===== src/rtl/idct_pixel_accumulator.sv =====
// rtl/idct_pixel_accumulator.sv - single-pixel 8x8 IDCT reconstruction from a raster coefficient stream
// Optional clip indicator port and logic enabled by defining IDCT_CLIP_FLAG_EN.
module idct_pixel_accumulator #(
  parameter int COEF_W = 12,
  parameter int ACC_W  = 32
) (
  input  logic                     clk,
  input  logic                     rst_n,
  input  logic [2:0]               pixel_row,
  input  logic [2:0]               pixel_column,
  input  logic                     in_valid,
  output logic                     in_ready,
  input  logic signed [COEF_W-1:0] in_coef,
  output logic                     out_valid,
  input  logic                     out_ready,
  output logic [7:0]               out_pixel
`ifdef IDCT_CLIP_FLAG_EN
  ,
  output logic                     clip_flag
`endif
);

  localparam int TERM_W = COEF_W + 15;
  localparam int PROD_W = ACC_W + 16;
  localparam logic signed [PROD_W-1:0] SCALE_C  = PROD_W'(26844);
  localparam logic signed [PROD_W-1:0] ROUND_C  = PROD_W'(536870912);
  localparam logic signed [PROD_W-1:0] PIX_BIAS = PROD_W'(128);
  localparam logic signed [PROD_W-1:0] PIX_MAX  = PROD_W'(255);

  typedef enum logic [1:0] {
    ST_IDLE,
    ST_ACCUM,
    ST_DRAIN,
    ST_OUTPUT
  } state_t;

  state_t     state_q;
  logic [5:0] k_q;
  logic [2:0] x_q;
  logic [2:0] y_q;
  logic       out_valid_q;
  logic [7:0] out_pixel_q;

  // Stage registers: S1 radians, S2 folded index, S3 weights, S4 term, S5 accumulate
  logic                     s1_valid_q, s1_first_q, s1_uz_q, s1_vz_q;
  logic signed [COEF_W-1:0] s1_coef_q;
  logic [4:0]               s1_rad_u_q, s1_rad_v_q;

  logic                     s2_valid_q, s2_first_q, s2_uz_q, s2_vz_q;
  logic signed [COEF_W-1:0] s2_coef_q;
  logic [3:0]               s2_idx_u_q, s2_idx_v_q;
  logic                     s2_neg_u_q, s2_neg_v_q;

  logic                     s3_valid_q, s3_first_q;
  logic signed [COEF_W-1:0] s3_coef_q;
  logic signed [7:0]        s3_wu_q, s3_wv_q;

  logic                     s4_valid_q, s4_first_q;
  logic signed [TERM_W-1:0] s4_term_q;

  logic                     s5_valid_q;
  logic signed [ACC_W-1:0]  acc_q;

  logic                     beat_fire;
  logic                     pipe_busy;
  logic [2:0]               x_sel, y_sel;
  logic [4:0]               rad_u_d, rad_v_d;
  logic [4:0]               fold_u_d, fold_v_d;
  logic signed [7:0]        wu_d, wv_d;
  logic signed [TERM_W-1:0] term_d;
  logic signed [PROD_W-1:0] acc_ext, scaled, pix_full;
  logic [7:0]               pix_d;
  logic                     clip_d;

  // Returns {negative, idx}; maps a 0..31 radian index onto the 0..8 quarter wave
  function automatic logic [4:0] fold(input logic [4:0] r);
    if (r <= 5'd8)       fold = {1'b0, r[3:0]};
    else if (r <= 5'd16) fold = {1'b1, 4'(5'd16 - r)};
    else if (r <= 5'd24) fold = {1'b1, 4'(r - 5'd16)};
    else                 fold = {1'b0, 4'(5'd0 - r)};
  endfunction

  function automatic logic signed [7:0] cos_lut(input logic [3:0] idx);
    case (idx)
      4'd0:    cos_lut = 8'sd100;
      4'd1:    cos_lut = 8'sd98;
      4'd2:    cos_lut = 8'sd92;
      4'd3:    cos_lut = 8'sd83;
      4'd4:    cos_lut = 8'sd71;
      4'd5:    cos_lut = 8'sd56;
      4'd6:    cos_lut = 8'sd38;
      4'd7:    cos_lut = 8'sd20;
      default: cos_lut = 8'sd0;
    endcase
  endfunction

  function automatic logic signed [7:0] weight(input logic zero_freq, input logic neg,
                                               input logic [3:0] idx);
    if (zero_freq) weight = 8'sd71;
    else if (neg)  weight = -cos_lut(idx);
    else           weight = cos_lut(idx);
  endfunction

  assign in_ready  = rst_n && ((state_q == ST_IDLE) || (state_q == ST_ACCUM));
  assign beat_fire = in_valid && in_ready;
  assign pipe_busy = s1_valid_q || s2_valid_q || s3_valid_q || s4_valid_q || s5_valid_q;
  assign out_valid = out_valid_q;
  assign out_pixel = out_pixel_q;

  // Coefficient 0 carries the pixel coordinates, so it must use them before they are latched
  always_comb begin
    x_sel    = (state_q == ST_IDLE) ? pixel_column : x_q;
    y_sel    = (state_q == ST_IDLE) ? pixel_row    : y_q;
    rad_u_d  = 5'({x_sel, 1'b1}) * 5'(k_q[2:0]);
    rad_v_d  = 5'({y_sel, 1'b1}) * 5'(k_q[5:3]);
    fold_u_d = fold(s1_rad_u_q);
    fold_v_d = fold(s1_rad_v_q);
    wu_d     = weight(s2_uz_q, s2_neg_u_q, s2_idx_u_q);
    wv_d     = weight(s2_vz_q, s2_neg_v_q, s2_idx_v_q);
    term_d   = TERM_W'(s3_coef_q) * TERM_W'(s3_wu_q) * TERM_W'(s3_wv_q);
  end

  always_comb begin
    acc_ext  = PROD_W'(acc_q);
    scaled   = (acc_ext * SCALE_C + ROUND_C) >>> 30;
    pix_full = scaled + PIX_BIAS;
    clip_d   = 1'b0;
    pix_d    = pix_full[7:0];
    if (pix_full < 0) begin
      clip_d = 1'b1;
      pix_d  = 8'd0;
    end else if (pix_full > PIX_MAX) begin
      clip_d = 1'b1;
      pix_d  = 8'd255;
    end
  end

  always_ff @(posedge clk or negedge rst_n) begin
    if (!rst_n) begin
      s1_valid_q <= 1'b0;  s1_first_q <= 1'b0;  s1_uz_q <= 1'b0;  s1_vz_q <= 1'b0;
      s1_coef_q  <= '0;    s1_rad_u_q <= '0;    s1_rad_v_q <= '0;
      s2_valid_q <= 1'b0;  s2_first_q <= 1'b0;  s2_uz_q <= 1'b0;  s2_vz_q <= 1'b0;
      s2_coef_q  <= '0;    s2_idx_u_q <= '0;    s2_idx_v_q <= '0;
      s2_neg_u_q <= 1'b0;  s2_neg_v_q <= 1'b0;
      s3_valid_q <= 1'b0;  s3_first_q <= 1'b0;
      s3_coef_q  <= '0;    s3_wu_q    <= '0;    s3_wv_q    <= '0;
      s4_valid_q <= 1'b0;  s4_first_q <= 1'b0;  s4_term_q  <= '0;
      s5_valid_q <= 1'b0;  acc_q      <= '0;
    end else begin
      s1_valid_q <= beat_fire;
      s1_first_q <= (state_q == ST_IDLE);
      s1_uz_q    <= (k_q[2:0] == 3'd0);
      s1_vz_q    <= (k_q[5:3] == 3'd0);
      s1_coef_q  <= in_coef;
      s1_rad_u_q <= rad_u_d;
      s1_rad_v_q <= rad_v_d;

      s2_valid_q <= s1_valid_q;
      s2_first_q <= s1_first_q;
      s2_uz_q    <= s1_uz_q;
      s2_vz_q    <= s1_vz_q;
      s2_coef_q  <= s1_coef_q;
      s2_neg_u_q <= fold_u_d[4];
      s2_idx_u_q <= fold_u_d[3:0];
      s2_neg_v_q <= fold_v_d[4];
      s2_idx_v_q <= fold_v_d[3:0];

      s3_valid_q <= s2_valid_q;
      s3_first_q <= s2_first_q;
      s3_coef_q  <= s2_coef_q;
      s3_wu_q    <= wu_d;
      s3_wv_q    <= wv_d;

      s4_valid_q <= s3_valid_q;
      s4_first_q <= s3_first_q;
      s4_term_q  <= term_d;

      s5_valid_q <= s4_valid_q;
      if (s4_valid_q) begin
        if (s4_first_q) acc_q <= ACC_W'(s4_term_q);
        else            acc_q <= acc_q + ACC_W'(s4_term_q);
      end
    end
  end

`ifdef IDCT_CLIP_FLAG_EN
  logic clip_q;
  assign clip_flag = clip_q;
`endif

  always_ff @(posedge clk or negedge rst_n) begin
    if (!rst_n) begin
      state_q     <= ST_IDLE;
      k_q         <= '0;
      x_q         <= '0;
      y_q         <= '0;
      out_valid_q <= 1'b0;
      out_pixel_q <= '0;
`ifdef IDCT_CLIP_FLAG_EN
      clip_q      <= 1'b0;
`endif
    end else begin
      case (state_q)
        ST_IDLE: begin
          if (beat_fire) begin
            x_q     <= pixel_column;
            y_q     <= pixel_row;
            k_q     <= 6'd1;
            state_q <= ST_ACCUM;
          end
        end
        ST_ACCUM: begin
          if (beat_fire) begin
            if (k_q == 6'd63) state_q <= ST_DRAIN;
            else              k_q     <= k_q + 6'd1;
          end
        end
        ST_DRAIN: begin
          if (!pipe_busy) begin
            out_valid_q <= 1'b1;
            out_pixel_q <= pix_d;
`ifdef IDCT_CLIP_FLAG_EN
            clip_q      <= clip_d;
`endif
            state_q     <= ST_OUTPUT;
          end
        end
        default: begin
          if (out_ready) begin
            out_valid_q <= 1'b0;
            k_q         <= '0;
            state_q     <= ST_IDLE;
          end
        end
      endcase
    end
  end

`ifndef IDCT_CLIP_FLAG_EN
  logic unused_clip;
  assign unused_clip = clip_d;
`endif

endmodule


===== config.mk =====
export PLATFORM = sky130hd
export DESIGN_NAME = idct_pixel_accumulator
export DESIGN_NICKNAME = d
export VERILOG_FILES = /design/src/rtl/idct_pixel_accumulator.sv
export SDC_FILE = /design/constraint.sdc
export NUM_CORES = 1
export LEC_CHECK = 0
export ABC_CLOCK_PERIOD_IN_PS = 18100
export BUFFER_PORTS_ARGS = -buffer_cell sky130_fd_sc_hd__buf_2
export CAP_MARGIN = 15
export CORE_MARGIN = 2
export CORE_UTILIZATION = 35
export CTS_CLUSTER_SIZE = 10
export DETAILED_ROUTE_END_ITERATION = 8
export PLACE_DENSITY = 0.59
export SLEW_MARGIN = 40
export SYNTH_ARGS = -nofsm -noshare
export SYNTH_HDL_FRONTEND = slang
export SYNTH_SLANG_ARGS = --single-unit

===== constraint.sdc =====
create_clock -name clk -period 18.1 [get_ports clk]
set_input_delay 4.525 -clock clk [delete_from_list [all_inputs] [get_ports clk]]
set_output_delay 4.525 -clock clk [all_outputs]
set_load 0.1 [all_outputs]

==> metrics.md <==
| Metric | Value |
|---|---|
| Final WL | `49530 um` |
| XOR/XNOR Fraction of Synth Area | `5.287%` |
| Initial DRT Pass Iterations | `5` |
| CTS resizes | `0` |
| Die area | `76780 um^2` |
| Final core utilization | `37.63%` |
| Unique cell type count in the Yosys netlist | `85` |
| Fin nets | `3506` |
| I/O Buffers | `31` |
| CTS Hold Buffers Added | `0` |
| Placed cells | `3729` |
| Core area | `74200 um^2` |
| Global-route wire length before repair | `87140 um` |
| Compound-Gate Fraction of Synth Area | `9.304%` |
| Clock Tree Root | `clkbuf_16` |
| Synth Area in Adders | `45.11%` |
| Fraction of layout cells with a size suffix above 1 | `3.832%` |
| Crit path capture type | `output port` |
| M1 GR Usage | `18.79%` |
| Cell Rows | `100` |
| Yosys reg bits | `167` |
| Minimum clock period | `10.14 ns` |
| Final Skew | `0.02253 ns` |
| Final Non-Filler Cells | `3761` |
| Met2 GRT Util | `22.95%` |
| Setup Buffers After CTS | `0` |
| Asr flop ratio synth | `100.0%` |
| FMAX | `0.09859 GHz` |
| Max-slew violations | `0` |
| Type of origin of the critical path | `input port` |
| Ys flop type | `dfrtp_1` |
| CTS Sinks | `167` |
| Effective utilization at floorplan | `35.18%` |
| 1st-iter DRT viols | `641` |
| Worst EP arrival | `5.62 ns` |
| Status | `completed` |
| CP max stage delay | `0.45 ns` |
| M3 GR Usage | `1.434%` |
| Slew headroom | `51.27%` |
| Synth Area in Simple Gates | `13.75%` |
| ANT nets after route | `0` |
| Total gr overflow | `0` |
| Worst-path cell chain | `clkbuf_8, nor2b_1, buf_2` |
| Vias in the first global route | `18140` |
| Seq/Total Area, Yosys | `16.01%` |
| Setup TNS | `0 ns` |
| Largest net degree at the start of global routing | `66` |
| Post-Synthesis Cells | `2785` |
| Remaining DRCs | `0` |
| HPWL Detailed | `42070 um` |
| Mean post-synth cell area | `9.373 um^2` |
| Final Hold Viols | `0` |
| Most Used Layer, Global Route | `met2` |
| Routability congestion estimate | `0.8318` |
| Gr usage total | `13.59%` |
| Inserted Diodes | `0` |
| Post-Synthesis Cell Area | `26100 um^2` |
| Final Cycle Share | `56.04%` |
| RSZ-0062 raised after global routing | `false` |
| Post-synthesis mux area share | `1.318%` |
| Growth of design area from synthesis to finish | `6.960%` |
| CTS clk-pin slew, worst paths | `0.08 ns` |
| Synthesized Nets | `3512` |
| Post-synth EDFFs | `0` |
| Final setup margin | `7.957 ns` |
| Worst EP required | `13.57 ns` |
| Clk_lat worst skew | `0.49 ns` |
| Via count | `17500` |
| Worst-path fanout max | `53` |
| Yosys warning count | `0` |
| Initial antenna violation count | `0` |
| Setup-failing EPs final | `0` |
| Number of buffers created by CTS | `17` |
| Die height | `277.1 um` |
| Worst Hold Class | `flip-flop to flip-flop` |
| Largest family of logic cells by synthesized area | `adder cells` |
| Wire per inst | `13.17 um` |
| Max-cap violation count | `0` |
| H-tree Lvls | `4` |
| Routed vias/inst | `4.652` |
| Worst slew pin tran | `0.7309 ns` |
| Clk buf depth | `2` |
| Die span in x | `277.1 um` |
| Boundary pin count | `32` |
| Pre-CTS WS | `7.939 ns` |
| Worst path slowest cell | `buf_2` |
| WS Path Type | `input port to output port` |
| TritonCTS clock tree | `yes` |
final cells by class:
| class | count | area [um^2] |
|---|---|---|
| multi-input cells | 1981 | 19520 |
| flip-flops and latches | 167 | 4183 |
| repair buffers | 36 | 209.0 |
| clock buffers | 17 | 425.4 |
| inverters | 576 | 2162 |
| well taps | 969 | 1212 |
| fillers | 7470 | 46280 |
| clock inverters | 15 | 211.5 |
flip-flops by register name (all words and copies together), names as in the netlist, 2 cells and up:
name	cells
acc_q	32
s4_term_q	27
s1_coef_q	12
s2_coef_q	12
s3_coef_q	12
out_pixel	8
s3_wu_q	8
s3_wv_q	8
k_q	6
s1_rad_u_q	5
s1_rad_v_q	5
s2_idx_u_q	4
s2_idx_v_q	4
x_q	3
y_q	3
state_q	2
final timing paths:
check	start	to	slack [ns]	cells past startpoint
min	s2_coef_q[6]$_DFF_PN0_	s3_coef_q[6]$_DFF_PN0_	0.34	0
min in group asynchronous	rst_n	s1_coef_q[3]$_DFF_PN0_	3.96	1
max	rst_n	in_ready	7.96	3
min reg2reg	s2_coef_q[6]$_DFF_PN0_	s3_coef_q[6]$_DFF_PN0_	0.34	0
max in group asynchronous	rst_n	acc_q[12]$_DFFE_PN0P_	13.18	2
max reg2reg	s3_wu_q[0]$_DFF_PN0_	s4_term_q[26]$_DFF_PN0_	8.36	34
cell families (layout without fill, tap and decap cells):
family | Yosys count | count (layout)
XOR/XNOR | 155 | 155
adder cells (fa/ha/maj) | 706 | 706
buffers and inverters | 637 | 644
AND/OR/NAND/NOR | 698 | 698
multiplexers | 33 | 33
AO/OA/AOI/OAI | 389 | 389
flip-flops | 167 | 167
routing by layer:
metal	part of all wire, %	routed length [um]
met5	0	0
met4	1.1	543
met3	1.6	813
met2	47	23440
met1	50	24740
cells in the final DEF (no fill, tap or decap), types with 104 or more instances in the layout:
cell / n
a21oi_1: 118
nand2_1: 199
dfrtp_1: 166
fa_1: 392
o21ai_0: 114
and2_1: 154
nor2_1: 121
xnor2_1: 104
ha_1: 313
inv_1: 574
metrics by stage:
step                      cell area (um^2)  hold WS [ns]
after floorplan                      26100        0.3312
after global placement               27270        0.3314
after detailed placement             27270        0.3347
after CTS                            27910        0.3468
after global routing                 27920        0.3470
final                                27920        0.3436
critical path: cells and delay by family:
| family | cells | cell delay [ns] |
|---|---|---|
| AND/OR/NAND/NOR | 1 | 0.23 |
| buffers and inverters | 2 | 0.79 |
synth_stat cells, types with 7 or more instances:
cell | number | share of area, %
and3_1 | 15 | 0.36
a21boi_0 | 7 | 0.20
a31oi_1 | 14 | 0.34
nand4_1 | 16 | 0.38
nor4_1 | 7 | 0.17
ha_1 | 313 | 15
o21a_1 | 14 | 0.40
mux2_2 | 11 | 0.47
clkbuf_1 | 44 | 0.63
nand2b_1 | 48 | 1.2
o211ai_1 | 17 | 0.49
o21bai_1 | 13 | 0.37
nand3_1 | 35 | 0.67
dfrtp_1 | 167 | 16
nor2b_1 | 28 | 0.67
nor2_1 | 121 | 1.7
and2_1 | 154 | 3.7
xor2_1 | 48 | 1.6
a21oi_1 | 118 | 2.3
o21ai_0 | 114 | 2.2
mux2i_1 | 22 | 0.84
inv_1 | 574 | 8.3
nor3_1 | 29 | 0.56
fa_1 | 392 | 30
a21o_1 | 21 | 0.60
xnor2_1 | 104 | 3.5
nand2_1 | 199 | 2.9
or3_1 | 10 | 0.24
a211oi_1 | 15 | 0.43
buf_1 | 9 | 0.13
Power is left out: the tool's default activity adds up to more than one toggle a clock period on the data nets, which glitch-free logic cannot reach.
